<file path="config.mk">
export PLATFORM = sky130hd
export DESIGN_NAME = fifo_frame_sender_flat
export DESIGN_NICKNAME = d
export VERILOG_FILES = /design/src/rtl/fifo_frame_sender_if.sv /design/src/rtl/fifo_frame_sender.sv /design/src/flat_wrapper.sv
export SDC_FILE = /design/constraint.sdc
export NUM_CORES = 1
export LEC_CHECK = 0
export CORE_ASPECT_RATIO = 0.8
export CORE_MARGIN = 3
export CORE_UTILIZATION = 58
export CTS_CLUSTER_SIZE = 25
export DETAILED_ROUTE_END_ITERATION = 8
export PLACE_DENSITY = 0.93
export SYNTH_ARGS = -nofsm -noshare
export SYNTH_HDL_FRONTEND = slang
export SYNTH_SLANG_ARGS = --single-unit
</file>
<file path="constraint.sdc">
create_clock -name clk -period 5.1 [get_ports clk]
set_input_delay 1.02 -clock clk [delete_from_list [all_inputs] [get_ports clk]]
set_output_delay 1.02 -clock clk [all_outputs]
set_load 0.1 [all_outputs]
</file>
<file path="src/rtl/fifo_frame_sender_if.sv">
// fifo_frame_sender_if: groups the FIFO read port and the framed byte stream
// of fifo_frame_sender.
//   fifo_data/fifo_empty/fifo_read : FWFT FIFO head word, empty flag, pop strobe
//   byte_out/byte_valid/byte_ready : framed byte stream toward the UART
//   busy                           : sender is in the middle of a frame
// master = sender side, slave = FIFO/consumer side.
interface fifo_frame_sender_if #(
  parameter int unsigned WIDTH = 16
);
  logic [WIDTH-1:0] fifo_data;
  logic             fifo_empty;
  logic             fifo_read;
  logic [7:0]       byte_out;
  logic             byte_valid;
  logic             byte_ready;
  logic             busy;

  modport master (
    input  fifo_data, fifo_empty, byte_ready,
    output fifo_read, byte_out, byte_valid, busy
  );

  modport slave (
    output fifo_data, fifo_empty, byte_ready,
    input  fifo_read, byte_out, byte_valid, busy
  );
endinterface

</file>
<file path="src/rtl/fifo_frame_sender.sv">
// fifo_frame_sender: pops one WIDTH-bit word from a first-word-fall-through
// FIFO and sends it as a frame over a valid/ready byte stream:
//   SYNC_BYTE, seq, payload bytes MSB first, checksum (seq + payload, mod 256).
// Ports:
//   clk  : system clock, rising edge
//   rst  : synchronous active-high reset
//   bus  : fifo_frame_sender_if.master (FIFO read port, byte stream, busy)
module fifo_frame_sender #(
  parameter int unsigned WIDTH     = 16,
  parameter logic [7:0]  SYNC_BYTE = 8'hA5
) (
  input  logic                clk,
  input  logic                rst,
  fifo_frame_sender_if.master bus
);

  localparam int unsigned NBYTES = WIDTH / 8;
  localparam int unsigned IDXW   = (NBYTES > 1) ? $clog2(NBYTES) : 1;
  localparam logic [IDXW-1:0] LAST_IDX = IDXW'(NBYTES - 1);

  typedef enum logic [2:0] {
    S_IDLE,
    S_SYNC,
    S_SEQ,
    S_DATA,
    S_CHK
  } state_t;

  state_t           state_q, state_d;
  logic [7:0]       seq_q, seq_d;
  logic [7:0]       chk_q, chk_d;
  logic [WIDTH-1:0] shift_q, shift_d;
  logic [IDXW-1:0]  idx_q, idx_d;

  logic [7:0]       byte_c;
  logic             valid_c;
  logic             read_c;

  // byte_valid is high in every non-IDLE state, so byte_ready alone marks a
  // handshake inside those states.
  always_comb begin
    state_d = state_q;
    seq_d   = seq_q;
    chk_d   = chk_q;
    shift_d = shift_q;
    idx_d   = idx_q;
    byte_c  = '0;
    valid_c = 1'b0;
    read_c  = 1'b0;

    case (state_q)
      S_IDLE: begin
        if (!bus.fifo_empty && !rst) begin
          read_c  = 1'b1;
          shift_d = bus.fifo_data;
          chk_d   = '0;
          state_d = S_SYNC;
        end
      end
      S_SYNC: begin
        valid_c = 1'b1;
        byte_c  = SYNC_BYTE;
        if (bus.byte_ready) state_d = S_SEQ;
      end
      S_SEQ: begin
        valid_c = 1'b1;
        byte_c  = seq_q;
        if (bus.byte_ready) begin
          chk_d   = chk_q + seq_q;
          idx_d   = '0;
          state_d = S_DATA;
        end
      end
      S_DATA: begin
        valid_c = 1'b1;
        byte_c  = shift_q[WIDTH-1 -: 8];
        if (bus.byte_ready) begin
          chk_d   = chk_q + shift_q[WIDTH-1 -: 8];
          shift_d = shift_q << 8;
          idx_d   = idx_q + 1'b1;
          if (idx_q == LAST_IDX) state_d = S_CHK;
        end
      end
      S_CHK: begin
        valid_c = 1'b1;
        byte_c  = chk_q;
        if (bus.byte_ready) begin
          seq_d   = seq_q + 8'd1;
          state_d = S_IDLE;
        end
      end
      default: state_d = S_IDLE;
    endcase
  end

  always_ff @(posedge clk) begin
    if (rst) begin
      state_q <= S_IDLE;
      seq_q   <= '0;
      chk_q   <= '0;
      shift_q <= '0;
      idx_q   <= '0;
    end else begin
      state_q <= state_d;
      seq_q   <= seq_d;
      chk_q   <= chk_d;
      shift_q <= shift_d;
      idx_q   <= idx_d;
    end
  end

  assign bus.fifo_read  = read_c;
  assign bus.byte_out   = byte_c;
  assign bus.byte_valid = valid_c;
  assign bus.busy       = (state_q != S_IDLE);

endmodule

</file>
<file path="src/flat_wrapper.sv">
// flat-port wrapper written by rule: the top's interface ports become plain ports
module fifo_frame_sender_flat 
#(
  parameter int unsigned WIDTH     = 16,
  parameter logic [7:0]  SYNC_BYTE = 8'hA5
)
  (clk, rst, bus_fifo_data, bus_fifo_empty, bus_byte_ready, bus_fifo_read, bus_byte_out, bus_byte_valid, bus_busy);
  fifo_frame_sender_if #(.WIDTH(WIDTH)) bus_i ();
  input  logic clk;
  input  logic rst;
  input wire logic [$bits(bus_i.fifo_data)-1:0] bus_fifo_data;
  input wire logic [$bits(bus_i.fifo_empty)-1:0] bus_fifo_empty;
  input wire logic [$bits(bus_i.byte_ready)-1:0] bus_byte_ready;
  output wire logic [$bits(bus_i.fifo_read)-1:0] bus_fifo_read;
  output wire logic [$bits(bus_i.byte_out)-1:0] bus_byte_out;
  output wire logic [$bits(bus_i.byte_valid)-1:0] bus_byte_valid;
  output wire logic [$bits(bus_i.busy)-1:0] bus_busy;
  assign bus_i.fifo_data = bus_fifo_data;
  assign bus_i.fifo_empty = bus_fifo_empty;
  assign bus_i.byte_ready = bus_byte_ready;
  assign bus_fifo_read = bus_i.fifo_read;
  assign bus_byte_out = bus_i.byte_out;
  assign bus_byte_valid = bus_i.byte_valid;
  assign bus_busy = bus_i.busy;
  fifo_frame_sender #(.WIDTH(WIDTH), .SYNC_BYTE(SYNC_BYTE)) u_core (.clk(clk), .rst(rst), .bus(bus_i));
endmodule
</file>
==> out/metrics.yaml, run 1 <==
status: "complete, no violations"
synth_area_per_cell_um2: 7.69
wirelength_um: 5420
place_congestion: 0.909
ff2ff_path_depth: 10
hp-class: "register to register"
place_area_um2: 2380
drtIter0Drc: 205
synthArstFlopShare_pct: 0
cap_violations: 0
yosysMostFrequentCell: "nand2_1"
initial_core_util_pct: 64.6
slew_violations: 0
crit_cells: 5
drt_pass1_iterations: 5
grt_pass1_vias: 1945
route.detailed.drc: 0
dp_hpwl_um: 3750
synthDistinctLibCells: 44
synth_top_area_share_pct: 33.9
path_cells: "nor2b_4, and2_1, nand2_1, o21ai_1, clkdlybuf4s50_1"
slowest_delay_ns: 1.15
end_kind: "output pin"
num_vias: 2120
stdcell_area_um2: 2490
worst-setup-path-type: "register to output pin"
clock-root-buffer: "clkbuf_8"
grt_use_total_pct: 26.6
die_y_um: 60.1
post_cts_resized: 0
synthTopCellsByArea: "dfxtp_1 34%, nand2_1 9.7%, a21oi_1 5.4%"
crit_end: "bus_byte_out[1]"
fillCellCount: 248
startpoint_type: "register"
cts_setup_buffers: 0
worstPathArrival_ns: 3.34
synth-seq-cells: 36
rsz0062_at_grt: "no"
drive_gt1_share_pct: 5.05
core_um2: 3290
yosysSeqAreaShare_pct: 33.9
antenna_left: 0
synth_edf_count: 0
synth_largest_area_cell: "dfxtp_1"
min_period_ns: 4.36
cts_hold_buf: 0
hold_viol_final: 0
timing.rr.start: "u_core.state_q[1]"
placementRows: 18
numCtsBuffers: 5
worstMarginPinSlew_ns: 0.976
syn-num-nets: 305
clockBufferDepth: 2
numPortBuffers: 30
grt_pass1_wl_um: 9010
r2r_setup_slack_ns: 1.66
fin_setup_tns_ns: 0
worstPathRequired_ns: 4.08
clk_pin_slew_ns: 0.07
synth_commonest_cells: "55 x nand2_1, 36 x dfxtp_1, 30 x nor2_1"
clock_latency_ns: 0.29
cts_tree: "done"
h-tree-depth: 2
synth_flop_cell: "dfxtp_1"
die_area_um2: 4430
antenna_found_initial: 0
crit_fanout: 17
via_per_inst: 6.29
startpoint: "u_core.state_q[1]"
path_buf_inv: 1
wl_per_cell_um: 16.1
syn_inst: 276
slew_headroom_pct: 34.7
ir_worst_vdd_mv: 0.328
r2r_end: "u_core.chk_q[7]"
ios: 31
fin_nets: 325
die_w_um: 73.6
p_leak_nw: 0.967
path_delay_family: "buffers and inverters"
finalCritPeriodShare_pct: 85.4
setup_viol: 0
grt_remaining_overflow: 0
antenna_cells: 0
syn_area_um2: 2120
yosysWarnings: 0
grt_max_degree: 43
area_growth_pct: 17.3
power.density_nw_per_um2: 345
clock_sinks: 36
skew_ns: 0.00552
max_freq_ghz: 0.229
slowest_stage: "clkdlybuf4s50_1"
[state kept, by name, summed over array words and instances (netlist names)]
signal / cells
u_core.shift_q: 16
u_core.chk_q: 8
u_core.seq_q: 8
u_core.state_q: 3
u_core.idx_q: 1
[power by group]
group / switching (mW) / leakage (nW) / internal, mW
Clock: 0.105 / 0.0552 / 0.145
Combinational: 0.201 / 0.620 / 0.0792
Sequential: 0.0299 / 0.292 / 0.299
[layout by cell type (no fill, tap or decap), types with 2 or more instances in the layout]
| cell type | Yosys | routed |
|---|---|---|
| o31ai_1 | 5 | 5 |
| clkdlybuf4s50_1 | 0 | 29 |
| inv_1 | 6 | 6 |
| nand4_1 | 2 | 2 |
| ha_1 | 8 | 8 |
| a211oi_1 | 3 | 3 |
| nand2b_1 | 3 | 3 |
| nor2_1 | 30 | 30 |
| xor2_1 | 6 | 6 |
| a22oi_1 | 7 | 7 |
| a21o_1 | 4 | 4 |
| xnor2_1 | 6 | 6 |
| nand3_1 | 14 | 14 |
| buf_4 | 4 | 2 |
| nor3_1 | 3 | 3 |
| nor2b_1 | 3 | 3 |
| nand2_1 | 55 | 55 |
| o21ai_1 | 8 | 8 |
| dfxtp_1 | 36 | 36 |
| clkbuf_8 | 0 | 5 |
| mux2i_1 | 3 | 3 |
| nor4_1 | 2 | 2 |
| a311oi_1 | 8 | 8 |
| nand3b_1 | 3 | 3 |
| and2_1 | 3 | 3 |
| a21oi_1 | 23 | 23 |
[kinds of logic after synthesis]
family / after synthesis / synth area share [%]
mux: 3 / 1.41
buf+inv: 24 / 5.54
flops: 36 / 33.9
simple gates: 130 / 29.3
compound gates: 62 / 19.2
fa+ha+maj: 9 / 5.66
xor+xnor: 12 / 4.95
[through the flow]
stage | worst slack, ns | instances | total power [mW] | hold WS [ns] | utilization [%]
after global placement | 1.23 | 329 | 0.607 | 0.442 | 72.5
after detailed placement | 1.13 | 329 | 0.612 | 0.445 | 72.5
final | 0.742 | 337 | 0.859 | 0.455 | 75.8
after CTS | 0.804 | 337 | 0.858 | 0.453 | 75.8
after global routing | 0.555 | 337 | 0.892 | 0.493 | 75.8
after floorplan | 0.563 | 276 | 0.548 | 0.432 | -
[worst min path at each step]
| stage | startpoint | to | slack, ns | cells after the start |
|---|---|---|---|---|
| CTS | u_core.shift_q[1] | u_core.shift_q[1] | 0.45 | 2 |
| detailed placement | u_core.shift_q[1] | u_core.shift_q[1] | 0.44 | 2 |
| global placement | u_core.shift_q[2] | u_core.shift_q[2] | 0.44 | 2 |
| global route | u_core.shift_q[5] | u_core.shift_q[5] | 0.49 | 2 |
| finish | u_core.shift_q[1] | u_core.shift_q[1] | 0.45 | 2 |
| floorplan | u_core.shift_q[0] | u_core.shift_q[0] | 0.43 | 2 |
[worst reg2reg max path: stages (launching register included)]
cell	delay (ns)
dfxtp_1	0.69
nor2b_4	0.32
and2_1	0.57
nand2_1	0.18
nand2_1	0.14
ha_1	0.25
a211oi_1	0.40
o31ai_1	0.17
a211oi_1	0.35
xnor2_1	0.16
o21ai_1	0.08
[layer usage]
metal | wire length, µm | GRT usage [%] | vias up
met4 | 136 | 11.4 | 0
met5 | 0 | 0 | -
met1 | 2380 | 35.6 | 993
met2 | 2470 | 40.3 | 99
met3 | 425 | 6.72 | 19
li1 | - | - | 1009
[area by class of cell]
class,instances,area (µm²),share of cell area (%)
multi-input cells,216,1280,51.6
flip-flops and latches,36,721,28.9
repair buffers,31,305,12.3
clock buffers,6,72.6,2.91
well taps,40,50.0,2.01
clock inverters,2,35.0,1.41
inverters,6,22.5,0.904
No activity file was read; power rests on OpenSTA's default activity.
==> inputs of run 2 (changes only) <==
--- a/config.mk
+++ b/config.mk
@@ -10,7 +10,7 @@
 export CORE_UTILIZATION = 58
 export CTS_CLUSTER_SIZE = 25
 export DETAILED_ROUTE_END_ITERATION = 8
-export PLACE_DENSITY = 0.93
+export PLACE_DENSITY = 0.84
 export SYNTH_ARGS = -nofsm -noshare
 export SYNTH_HDL_FRONTEND = slang
 export SYNTH_SLANG_ARGS = --single-unit
==> run 2 against run 1 <==
  * Clock skew is 0.0024 ns higher
  * Hold slack got worse by 0.0038 ns
  * Via count fell by 5.0%
  * Sequential cell count stayed put
  * Non-clock buffer count unchanged
  * Critical path depth did not move
  * Worst setup slack better by 0.032 ns
  * Global-route usage fell by 0.38 points
  * Register-to-register slack better by 0.16 ns
  * Clock power decreased by 11%
  * Critical path type unchanged
  * Largest cell class unchanged
  * Largest power group unchanged
==> out/metrics.yaml, run 2 (same netlist as run 1, synthesis figures left out) <==
cts_hold_buf: 0
clock_latency_ns: 0.29
numPortBuffers: 30
num_vias: 2013
core_um2: 3290
top_register: "u_core.shift_q"
post_cts_resized: 0
dp_hpwl_um: 3560
ir_worst_vdd_mv: 0.267
cell_internal_pwr_mw: 0.499
top_regs: "u_core.shift_q: 16 flops, u_core.chk_q: 8 flops, u_core.seq_q: 8 flops"
setup_viol: 0
slew_headroom_pct: 34.4
die_area_um2: 4430
ios: 31
h-tree-depth: 2
antenna_left: 0
slew_violations: 0
drt_pass1_iterations: 5
antenna_cells: 0
place_congestion: 0.861
rsz0062_at_grt: "no"
worst-setup-path-type: "register to output pin"
area_growth_pct: 16.8
final_cell_mix: "55 x nand2_1, 36 x dfxtp_1, 30 x nor2_1"
min_period_ns: 4.33
startpoint_type: "register"
end_kind: "output pin"
power_frac_comb_pct: 33.5
wirelength_um: 5210
p_leak_nw: 0.962
power.share.clock_pct: 26.7
largest_reg_flops: 16
status: "complete, no violations"
worstPathRequired_ns: 4.08
antenna_found_initial: 0
drtIter0Drc: 204
via_per_inst: 5.99
grt_max_degree: 27
initial_core_util_pct: 64.6
wl_per_cell_um: 15.5
hold_viol_final: 0
placementRows: 18
netSwitchingFraction_pct: 39.9
hp-class: "register to register"
seq_power_share_pct: 39.8
clock-root-buffer: "clkbuf_8"
crit_fanout: 17
grt_pass1_vias: 1875
worstMarginPinSlew_ns: 0.981
fin_setup_tns_ns: 0
grt_use_total_pct: 26.2
finalPower_mw: 0.830
power_switching_mw: 0.331
cap_violations: 0
clock_sinks: 36
route.detailed.drc: 0
skew_ns: 0.00789
clk_pin_slew_ns: 0.07
final_common_cell: "nand2_1"
cts_setup_buffers: 0
die_y_um: 60.1
clockBufferDepth: 2
worstPathArrival_ns: 3.31
drive_gt1_share_pct: 5.07
grt_remaining_overflow: 0
power.density_nw_per_um2: 335
max_freq_ghz: 0.231
fin_nets: 325
numCtsBuffers: 5
cts_tree: "done"
finalCritPeriodShare_pct: 84.8
grt_pass1_wl_um: 8930
die_w_um: 73.6
[run 2: power groups by stage]
stage | sequential [mW] | combinational, mW | clock (mW)
after floorplan | 0.314 | 0.234 | 0
after global placement | 0.333 | 0.273 | 0
after detailed placement | 0.334 | 0.274 | 0
after CTS | 0.329 | 0.278 | 0.223
after global routing | 0.333 | 0.294 | 0.237
final | 0.330 | 0.278 | 0.222
[run 2: final timing paths]
kind	slack (ns)	depth (start not counted)	to	startpoint
setup / recovery	0.77	5	bus_byte_out[6]	u_core.state_q[1]
hold / removal	0.45	2	u_core.shift_q[7]	u_core.shift_q[7]
setup reg to reg	1.82	12	u_core.chk_q[6]	u_core.state_q[1]
hold reg to reg	0.45	2	u_core.shift_q[7]	u_core.shift_q[7]
[run 2: layout make-up]
| type | count | area [µm²] |
|---|---|---|
| multi-input cells | 216 | 1280 |
| fillers | 254 | 808 |
| well taps | 40 | 50.0 |
| flip-flops and latches | 36 | 721 |
| clock buffers | 7 | 96.3 |
| repair buffers | 31 | 305 |
| inverters | 6 | 22.5 |
[run 2: per-stage QoR]
stage	instance area [µm²]	worst slack (ns)	instances	utilization, %	hold WS [ns]
final	2480	0.774	336	75.4	0.451
after global routing	2480	0.607	336	75.4	0.479
after CTS	2480	0.827	336	75.4	0.454
after detailed placement	2380	1.18	329	72.5	0.447
after global placement	2380	1.25	329	72.5	0.443
after floorplan	2120	0.563	276	-	0.432
[run 2: critical path: stages, from the launching register on]
cell and delay [ns]:
dfxtp_1 0.72, nor2b_4 0.35, and2_1 0.53, nand2_1 0.15
o21ai_1 0.11, clkdlybuf4s50_1 1.16
[run 2: per-layer routing]
layer	vias up	wire (µm)	global-route usage, %
li1	1005	-	-
met1	917	2510	38.4
met2	83	2250	38.3
met3	8	376	4.87
met4	0	68	8.79
met5	-	0	0
